==> src/rtl/uart_pkg.sv <==
// Shared UART definitions: default widths, buffer pacing FSM encoding, bit timing.
package uart_pkg;

    localparam int UART_DATA_WIDTH    = 8;
    localparam int UART_ADDR_WIDTH    = 4;
    localparam int UART_START_TIMEOUT = 4;
    localparam int CLKS_PER_BIT       = 9;

    typedef enum logic [1:0] {
        IDLE      = 2'd0,
        LAUNCH    = 2'd1,
        WAIT_BUSY = 2'd2,
        WAIT_DONE = 2'd3
    } tx_state_t;

    // Width of a counter that must reach n-1; never narrower than one bit.
    function automatic int timer_width(input int n);
        return (n > 1) ? $clog2(n) : 1;
    endfunction

endpackage

==> src/rtl/uart_byte_buffer_if.sv <==
// Receiver-side byte strobe, transmitter handshake and buffer status bundle.
interface uart_byte_buffer_if
    import uart_pkg::*;
#(
    parameter int DATA_WIDTH = UART_DATA_WIDTH,
    parameter int ADDR_WIDTH = UART_ADDR_WIDTH
) ();

    logic [DATA_WIDTH-1:0] in_data;
    logic                  in_valid;
    logic                  tx_busy;
    logic [DATA_WIDTH-1:0] tx_data;
    logic                  tx_start;
    logic [ADDR_WIDTH:0]   count;
    logic                  empty;
    logic                  full;
    logic                  overflow;

    modport master (
        output in_data, in_valid, tx_busy,
        input  tx_data, tx_start, count, empty, full, overflow
    );

    modport slave (
        input  in_data, in_valid, tx_busy,
        output tx_data, tx_start, count, empty, full, overflow
    );

endinterface

==> src/rtl/uart_sync_fifo.sv <==
// Single-clock byte FIFO with registered occupancy flags and a sticky overflow flag.
module uart_sync_fifo
    import uart_pkg::*;
#(
    parameter int DATA_WIDTH = UART_DATA_WIDTH,
    parameter int ADDR_WIDTH = UART_ADDR_WIDTH
) (
    input  logic                  clock,
    input  logic                  reset,
    input  logic                  wr_en,
    input  logic [DATA_WIDTH-1:0] wr_data,
    input  logic                  rd_en,
    output logic [DATA_WIDTH-1:0] rd_data,
    output logic [ADDR_WIDTH:0]   count,
    output logic                  empty,
    output logic                  full,
    output logic                  overflow
);

    localparam int unsigned       DEPTH      = 2 ** ADDR_WIDTH;
    localparam logic [ADDR_WIDTH:0] FULL_COUNT = (ADDR_WIDTH + 1)'(DEPTH);

    logic [DATA_WIDTH-1:0] mem [DEPTH];
    logic [ADDR_WIDTH-1:0] wr_ptr;
    logic [ADDR_WIDTH-1:0] rd_ptr;
    logic                  do_wr;
    logic                  do_rd;
    logic [ADDR_WIDTH:0]   count_next;

    // Full is judged on the pre-edge count, so a full FIFO drops a write even while popping.
    assign do_wr   = wr_en & ~full;
    assign do_rd   = rd_en & ~empty;
    assign rd_data = mem[rd_ptr];

    always_comb begin
        count_next = count;
        if (do_wr && !do_rd) begin
            count_next = count + 1'b1;
        end else if (!do_wr && do_rd) begin
            count_next = count - 1'b1;
        end
    end

    always_ff @(posedge clock) begin
        if (do_wr) begin
            mem[wr_ptr] <= wr_data;
        end
    end

    always_ff @(posedge clock or posedge reset) begin
        if (reset) begin
            wr_ptr   <= '0;
            rd_ptr   <= '0;
            count    <= '0;
            empty    <= 1'b1;
            full     <= 1'b0;
            overflow <= 1'b0;
        end else begin
            if (do_wr) begin
                wr_ptr <= wr_ptr + 1'b1;
            end
            if (do_rd) begin
                rd_ptr <= rd_ptr + 1'b1;
            end
            count <= count_next;
            empty <= (count_next == '0);
            full  <= (count_next == FULL_COUNT);
            if (wr_en && full) begin
                overflow <= 1'b1;
            end
        end
    end

endmodule

==> src/rtl/uart_byte_buffer.sv <==
// Elastic byte buffer between uart_receiver and uart_transmitter; launches one byte
// per transmitter frame and gives up on a start that tx_busy never acknowledges.
module uart_byte_buffer
    import uart_pkg::*;
#(
    parameter int DATA_WIDTH    = UART_DATA_WIDTH,
    parameter int ADDR_WIDTH    = UART_ADDR_WIDTH,
    parameter int START_TIMEOUT = UART_START_TIMEOUT
) (
    input logic               clock,
    input logic               reset,
    uart_byte_buffer_if.slave bus
);

    localparam int                 TIMER_W    = timer_width(START_TIMEOUT);
    localparam logic [TIMER_W-1:0] TIMER_LAST = TIMER_W'(START_TIMEOUT - 1);

    tx_state_t             state;
    logic [TIMER_W-1:0]    timer;
    logic                  pop;
    logic [DATA_WIDTH-1:0] fifo_rd_data;
    logic [DATA_WIDTH-1:0] tx_data_q;
    logic                  tx_start_q;

    assign pop          = (state == IDLE) && !bus.empty && !bus.tx_busy;
    assign bus.tx_data  = tx_data_q;
    assign bus.tx_start = tx_start_q;

    uart_sync_fifo #(
        .DATA_WIDTH (DATA_WIDTH),
        .ADDR_WIDTH (ADDR_WIDTH)
    ) u_fifo (
        .clock    (clock),
        .reset    (reset),
        .wr_en    (bus.in_valid),
        .wr_data  (bus.in_data),
        .rd_en    (pop),
        .rd_data  (fifo_rd_data),
        .count    (bus.count),
        .empty    (bus.empty),
        .full     (bus.full),
        .overflow (bus.overflow)
    );

    always_ff @(posedge clock or posedge reset) begin
        if (reset) begin
            state      <= IDLE;
            timer      <= '0;
            tx_data_q  <= '0;
            tx_start_q <= 1'b0;
        end else begin
            tx_start_q <= 1'b0;
            unique case (state)
                IDLE: begin
                    if (pop) begin
                        tx_data_q  <= fifo_rd_data;
                        tx_start_q <= 1'b1;
                        state      <= LAUNCH;
                    end
                end
                LAUNCH: begin
                    timer <= '0;
                    state <= WAIT_BUSY;
                end
                // An unacknowledged start drops its byte; no retry.
                WAIT_BUSY: begin
                    if (bus.tx_busy) begin
                        state <= WAIT_DONE;
                    end else if (timer == TIMER_LAST) begin
                        state <= IDLE;
                    end else begin
                        timer <= timer + 1'b1;
                    end
                end
                WAIT_DONE: begin
                    if (!bus.tx_busy) begin
                        state <= IDLE;
                    end
                end
            endcase
        end
    end

endmodule

==> src/flat_wrapper.sv <==
// flat-port wrapper written by rule: the top's interface ports become plain ports
module uart_byte_buffer_flat import uart_pkg::*;
#(
    parameter int DATA_WIDTH    = UART_DATA_WIDTH,
    parameter int ADDR_WIDTH    = UART_ADDR_WIDTH,
    parameter int START_TIMEOUT = UART_START_TIMEOUT
)
  (clock, reset, bus_in_data, bus_in_valid, bus_tx_busy, bus_tx_data, bus_tx_start, bus_count, bus_empty, bus_full, bus_overflow);
  uart_byte_buffer_if #(.DATA_WIDTH(DATA_WIDTH), .ADDR_WIDTH(ADDR_WIDTH)) bus_i ();
  input logic clock;
  input logic reset;
  input wire logic [$bits(bus_i.in_data)-1:0] bus_in_data;
  input wire logic [$bits(bus_i.in_valid)-1:0] bus_in_valid;
  input wire logic [$bits(bus_i.tx_busy)-1:0] bus_tx_busy;
  output wire logic [$bits(bus_i.tx_data)-1:0] bus_tx_data;
  output wire logic [$bits(bus_i.tx_start)-1:0] bus_tx_start;
  output wire logic [$bits(bus_i.count)-1:0] bus_count;
  output wire logic [$bits(bus_i.empty)-1:0] bus_empty;
  output wire logic [$bits(bus_i.full)-1:0] bus_full;
  output wire logic [$bits(bus_i.overflow)-1:0] bus_overflow;
  assign bus_i.in_data = bus_in_data;
  assign bus_i.in_valid = bus_in_valid;
  assign bus_i.tx_busy = bus_tx_busy;
  assign bus_tx_data = bus_i.tx_data;
  assign bus_tx_start = bus_i.tx_start;
  assign bus_count = bus_i.count;
  assign bus_empty = bus_i.empty;
  assign bus_full = bus_i.full;
  assign bus_overflow = bus_i.overflow;
  uart_byte_buffer #(.DATA_WIDTH(DATA_WIDTH), .ADDR_WIDTH(ADDR_WIDTH), .START_TIMEOUT(START_TIMEOUT)) u_core (.clock(clock), .reset(reset), .bus(bus_i));
endmodule
==> config.mk <==
export PLATFORM = sky130hd
export DESIGN_NAME = uart_byte_buffer_flat
export DESIGN_NICKNAME = d
export VERILOG_FILES = /design/src/rtl/uart_pkg.sv /design/src/rtl/uart_byte_buffer_if.sv /design/src/rtl/uart_sync_fifo.sv /design/src/rtl/uart_byte_buffer.sv /design/src/flat_wrapper.sv
export SDC_FILE = /design/constraint.sdc
export NUM_CORES = 1
export LEC_CHECK = 0
export ABC_AREA = 1
export CAP_MARGIN = 10
export CORE_MARGIN = 2
export CORE_UTILIZATION = 56
export CTS_CLUSTER_DIAMETER = 200
export CTS_CLUSTER_SIZE = 16
export DETAILED_ROUTE_END_ITERATION = 16
export GPL_ROUTABILITY_DRIVEN = 0
export PLACE_DENSITY = 0.84
export SLEW_MARGIN = 20
export SYNTH_ARGS = -nofsm -noshare
export SYNTH_HDL_FRONTEND = slang
export SYNTH_HIERARCHICAL = 1
export SYNTH_SLANG_ARGS = --single-unit
==> constraint.sdc <==
create_clock -name clock -period 2.9 [get_ports clock]
set_input_delay 0.435 -clock clock [delete_from_list [all_inputs] [get_ports clock]]
set_output_delay 0.435 -clock clock [all_outputs]
set_load 0.02 [all_outputs]
==> impl_results.md <==
- Sequential power share: between 30% and 40%
- Chip Height: 112.7 um
- N_diodes: 0
- RSZ-0062 raised after global routing: false
- Hold slack: 392.3 ps
- Initial Utilization: 57.71%
- Reg-to-Reg End: u_core/bus.tx_data[4]$_DFFE_PP0P_
- Hold Buf Count CTS: 0
- Mapped Nets: 612
- M3 GR Usage: under 10%
- Routed via count: between 4,000 and 5,000
- FF+latch area: 0.004572 sq mm
- Fmax: 453.2 MHz
- Finished Cell Area: 0.007586 sq mm
- CP endpoint kind: register
- Pre-Repair DR Iteration Count: 5
- Detail-routed via count per cell: 5.908
- Gate power share: 33.3%
- Clk_lat worst skew: 430 ps
- Clock Tree Buf Depth: 2
- Clock Skew: 13.40 ps
- Die area: 0.01270 sq mm
- Post-layout min period: 2207 ps
- Internal power: slightly below 5 mW
- Period utilization: around 76%
- Net Sw Frac: 37.19%
- Worst setup margin: about 690 ps
- Port Buf Inserts: 28
- H-tree depth: 4
- WL final: between 15 and 20 mm
- Synth cell types: 28
- CTS sink cnt: roughly 160
- Final Setup Violations: 0
- Multi-input logic area: approximately 0.0017 sq mm
- Worst EP arrival: 2520 ps
- Met2 Usage GRT: 40.00%
- Post-Syn Area per Cell: 11.18 sq um
- First-pass GRT wire length: 23.72 mm
- Max-slew violation count: 0
- I/O Pins: 29
- Core area: 0.01147 sq mm
- GRT Overall Usage: 24.94%
- Total gr overflow: 0
- Flop2flop setup slack: about 700 ps
- Ys Warns: 6
- Filler cell count: 753
- Type of the worst setup path: reg2reg
- Mapped cell area: 0.006618 sq mm
- RR Startpoint: u_core/u_fifo/rd_ptr[0]$_DFFE_PP0P_
- Die X: 112.7 um
- Met1 Usage GRT: between 30% and 40%
- Yosys reg bits: 157
- CP top delay family: simple AND/OR/NAND/NOR gates
- Most common cell after layout, fill and taps aside: edfxtp_1
- Buf+Inv Stages, Crit Path: 0
- Share of cells above drive strength 1: 8.281%
- TritonCTS clock tree: yes
- Row count: 39
- # Post-CTS Setup Buffers: 0
- Max cap viols: 0
- CP Data Required Time: 3220 ps
- 1st-iter DRT viols: ~570
- Clock share of power: 27.2%
- Antenna Nets Post-Route: 0
- R2R depth: 8
- Average wire per standard cell: 19.25 um
- Final Hold Viols: 0
- Placed Area: 0.007014 sq mm
- Slew Limit Headroom: 47.34%
- Worst vdd rail ir drop: 0.0006738 V
- Post-CTS Resized: 0
- Most used cell, CP: nand2_1
- Largest net degree at the start of global routing: 46
- DR DRC count: 0
- P&R area growth vs syn: 14.63%
- # nets final: 647
- Initial antenna violation count: 0
- Worst-path maximum fanout: 30
- CTS Root Cell: clkbuf_16
- Status: completed
- CP max-delay cell: dfrtp_2
- Cells after synthesis: 592
- Net Switching: 2.937 mW
- Slew @ Worst Pin: 787.5 ps
- CTS clk-pin slew, worst paths: 60 ps
- CTS buffer count: 17
- Detailed Place HPWL: 9.204 mm
- GRT Max-Usage Layer: met2
- CP peak stage delay: 720 ps
- TNS Setup: 0 ps
- P_leak: 2.926 nW
- Most frequent cells in the layout: 128 x edfxtp_1, 109 x nand2_1, 74 x nor2_1, 49 x nor3_1, 45 x inv_1
- PwrDens: roughly 1000 mW/mm^2
- Setup Slack @ Placement: 518.6 ps
- Startpoint Class: register
- Worst min-delay path category: in2async
- Register area share after synthesis: ~69%
- Vias in the first global route: 4,559
- Crit path cell chain: nand2_2 -> nor2_1 -> nor3_1 -> nand2_1 -> nand3_1 -> and2_1 -> nand2_1 -> nand2_1
==> through the flow <==
stage / std cells / util, % / power (mW)
global route: 783 / 66.15 / 8.269
floorplan: 592 / - / 4.887
CTS: 783 / 66.15 / 7.851
finish: 783 / 66.15 / 7.897
detailed placement: 751 / 61.17 / 5.690
global placement: 751 / 61.17 / 5.580
==> cell families (layout without fill, tap and decap cells) <==
| kind of cell | after synthesis | after routing | share of synthesized area, % |
|---|---|---|---|
| XOR/XNOR | 6 | 6 | 0.7941 |
| AND/OR/NAND/NOR | 278 | 278 | 17.96 |
| adder cells (fa/ha/maj) | 8 | 8 | 1.513 |
| buffers and inverters | 74 | 122 | 5.237 |
| AO/OA/AOI/OAI | 69 | 69 | 5.426 |
| flip-flops | 157 | 157 | 69.07 |
==> area by class of cell <==
class	instances	share of cell area, %
clock inverter	14	1.880
sequential	157	60.27
clock buffer	18	5.657
inverter	49	2.441
multi-input combinational	361	22.41
timing repair buffer	41	4.981
tap	143	2.359
==> metal layers <==
metal,share of wire (%),vias up,wire length [um]
met5,0,-,0
met4,3.1,0,473
met3,8.9,38,1336
met2,49,258,7443
met1,39,2238,5816
li1,-,2092,-
==> worst max-delay path by stage <==
| stage | from | end | slack (ps) | depth (start not counted) |
|---|---|---|---|---|
| after floorplan | u_core/u_fifo/full$_DFF_PP0_ | u_core/u_fifo/mem[11][0]$_DFFE_PP_ | 1230 | 4 |
| after global placement | bus_tx_busy | u_core/u_fifo/empty$_DFF_PP1_ | 660 | 12 |
| after detailed placement | bus_tx_busy | u_core/u_fifo/full$_DFF_PP0_ | 520 | 12 |
| after CTS | u_core/u_fifo/rd_ptr[0]$_DFFE_PP0P_ | u_core/bus.tx_data[4]$_DFFE_PP0P_ | 740 | 8 |
| after global routing | u_core/u_fifo/rd_ptr[0]$_DFFE_PP0P_ | u_core/bus.tx_data[4]$_DFFE_PP0P_ | 580 | 8 |
| final | u_core/u_fifo/rd_ptr[0]$_DFFE_PP0P_ | u_core/bus.tx_data[4]$_DFFE_PP0P_ | 690 | 8 |
==> cell usage after synthesis (all sizes together) <==
cell type | count | area share (%)
edfxtp | 128 | 58
nand2 | 111 | 6.4
nor2 | 77 | 4.5
nor3 | 49 | 3.7
inv | 48 | 2.7
o21ai | 43 | 3.3
dfrtp | 28 | 11
nand3 | 28 | 2.1
buf | 21 | 2.2
a21oi | 20 | 1.5
and2 | 8 | 0.76
ha | 8 | 1.5
xor2 | 6 | 0.79
clkbuf | 4 | 0.23
o211ai | 4 | 0.45
nand3b | 3 | 0.34
nand4 | 2 | 0.19
a31oi | 1 | 0.095
clkinv | 1 | 0.076
dfstp | 1 | 0.40
o21bai | 1 | 0.11
==> state kept, by name (all words and copies together), names as in the netlist <==
register                cells
u_core/u_fifo/mem         128
u_core/u_fifo/full          1
u_core/u_fifo/empty         1
u_core/timer                2
u_core/u_fifo/rd_ptr        4
u_core/bus.tx_start         1
u_core/u_fifo/overflow      1
u_core/u_fifo/count         5
u_core/bus.tx_data          8
u_core/u_fifo/wr_ptr        4
u_core/state                2
==> power by group through the flow <==
stage / Sequential (mW) / Clock [mW] / Combinational [mW]
after floorplan: 3.14 / 0 / 1.75
after global placement: 3.13 / 0 / 2.45
after detailed placement: 3.15 / 0 / 2.54
after CTS: 3.11 / 2.16 / 2.58
after global routing: 3.16 / 2.26 / 2.85
final: 3.12 / 2.14 / 2.63
(Power assumes the default switching activity.)
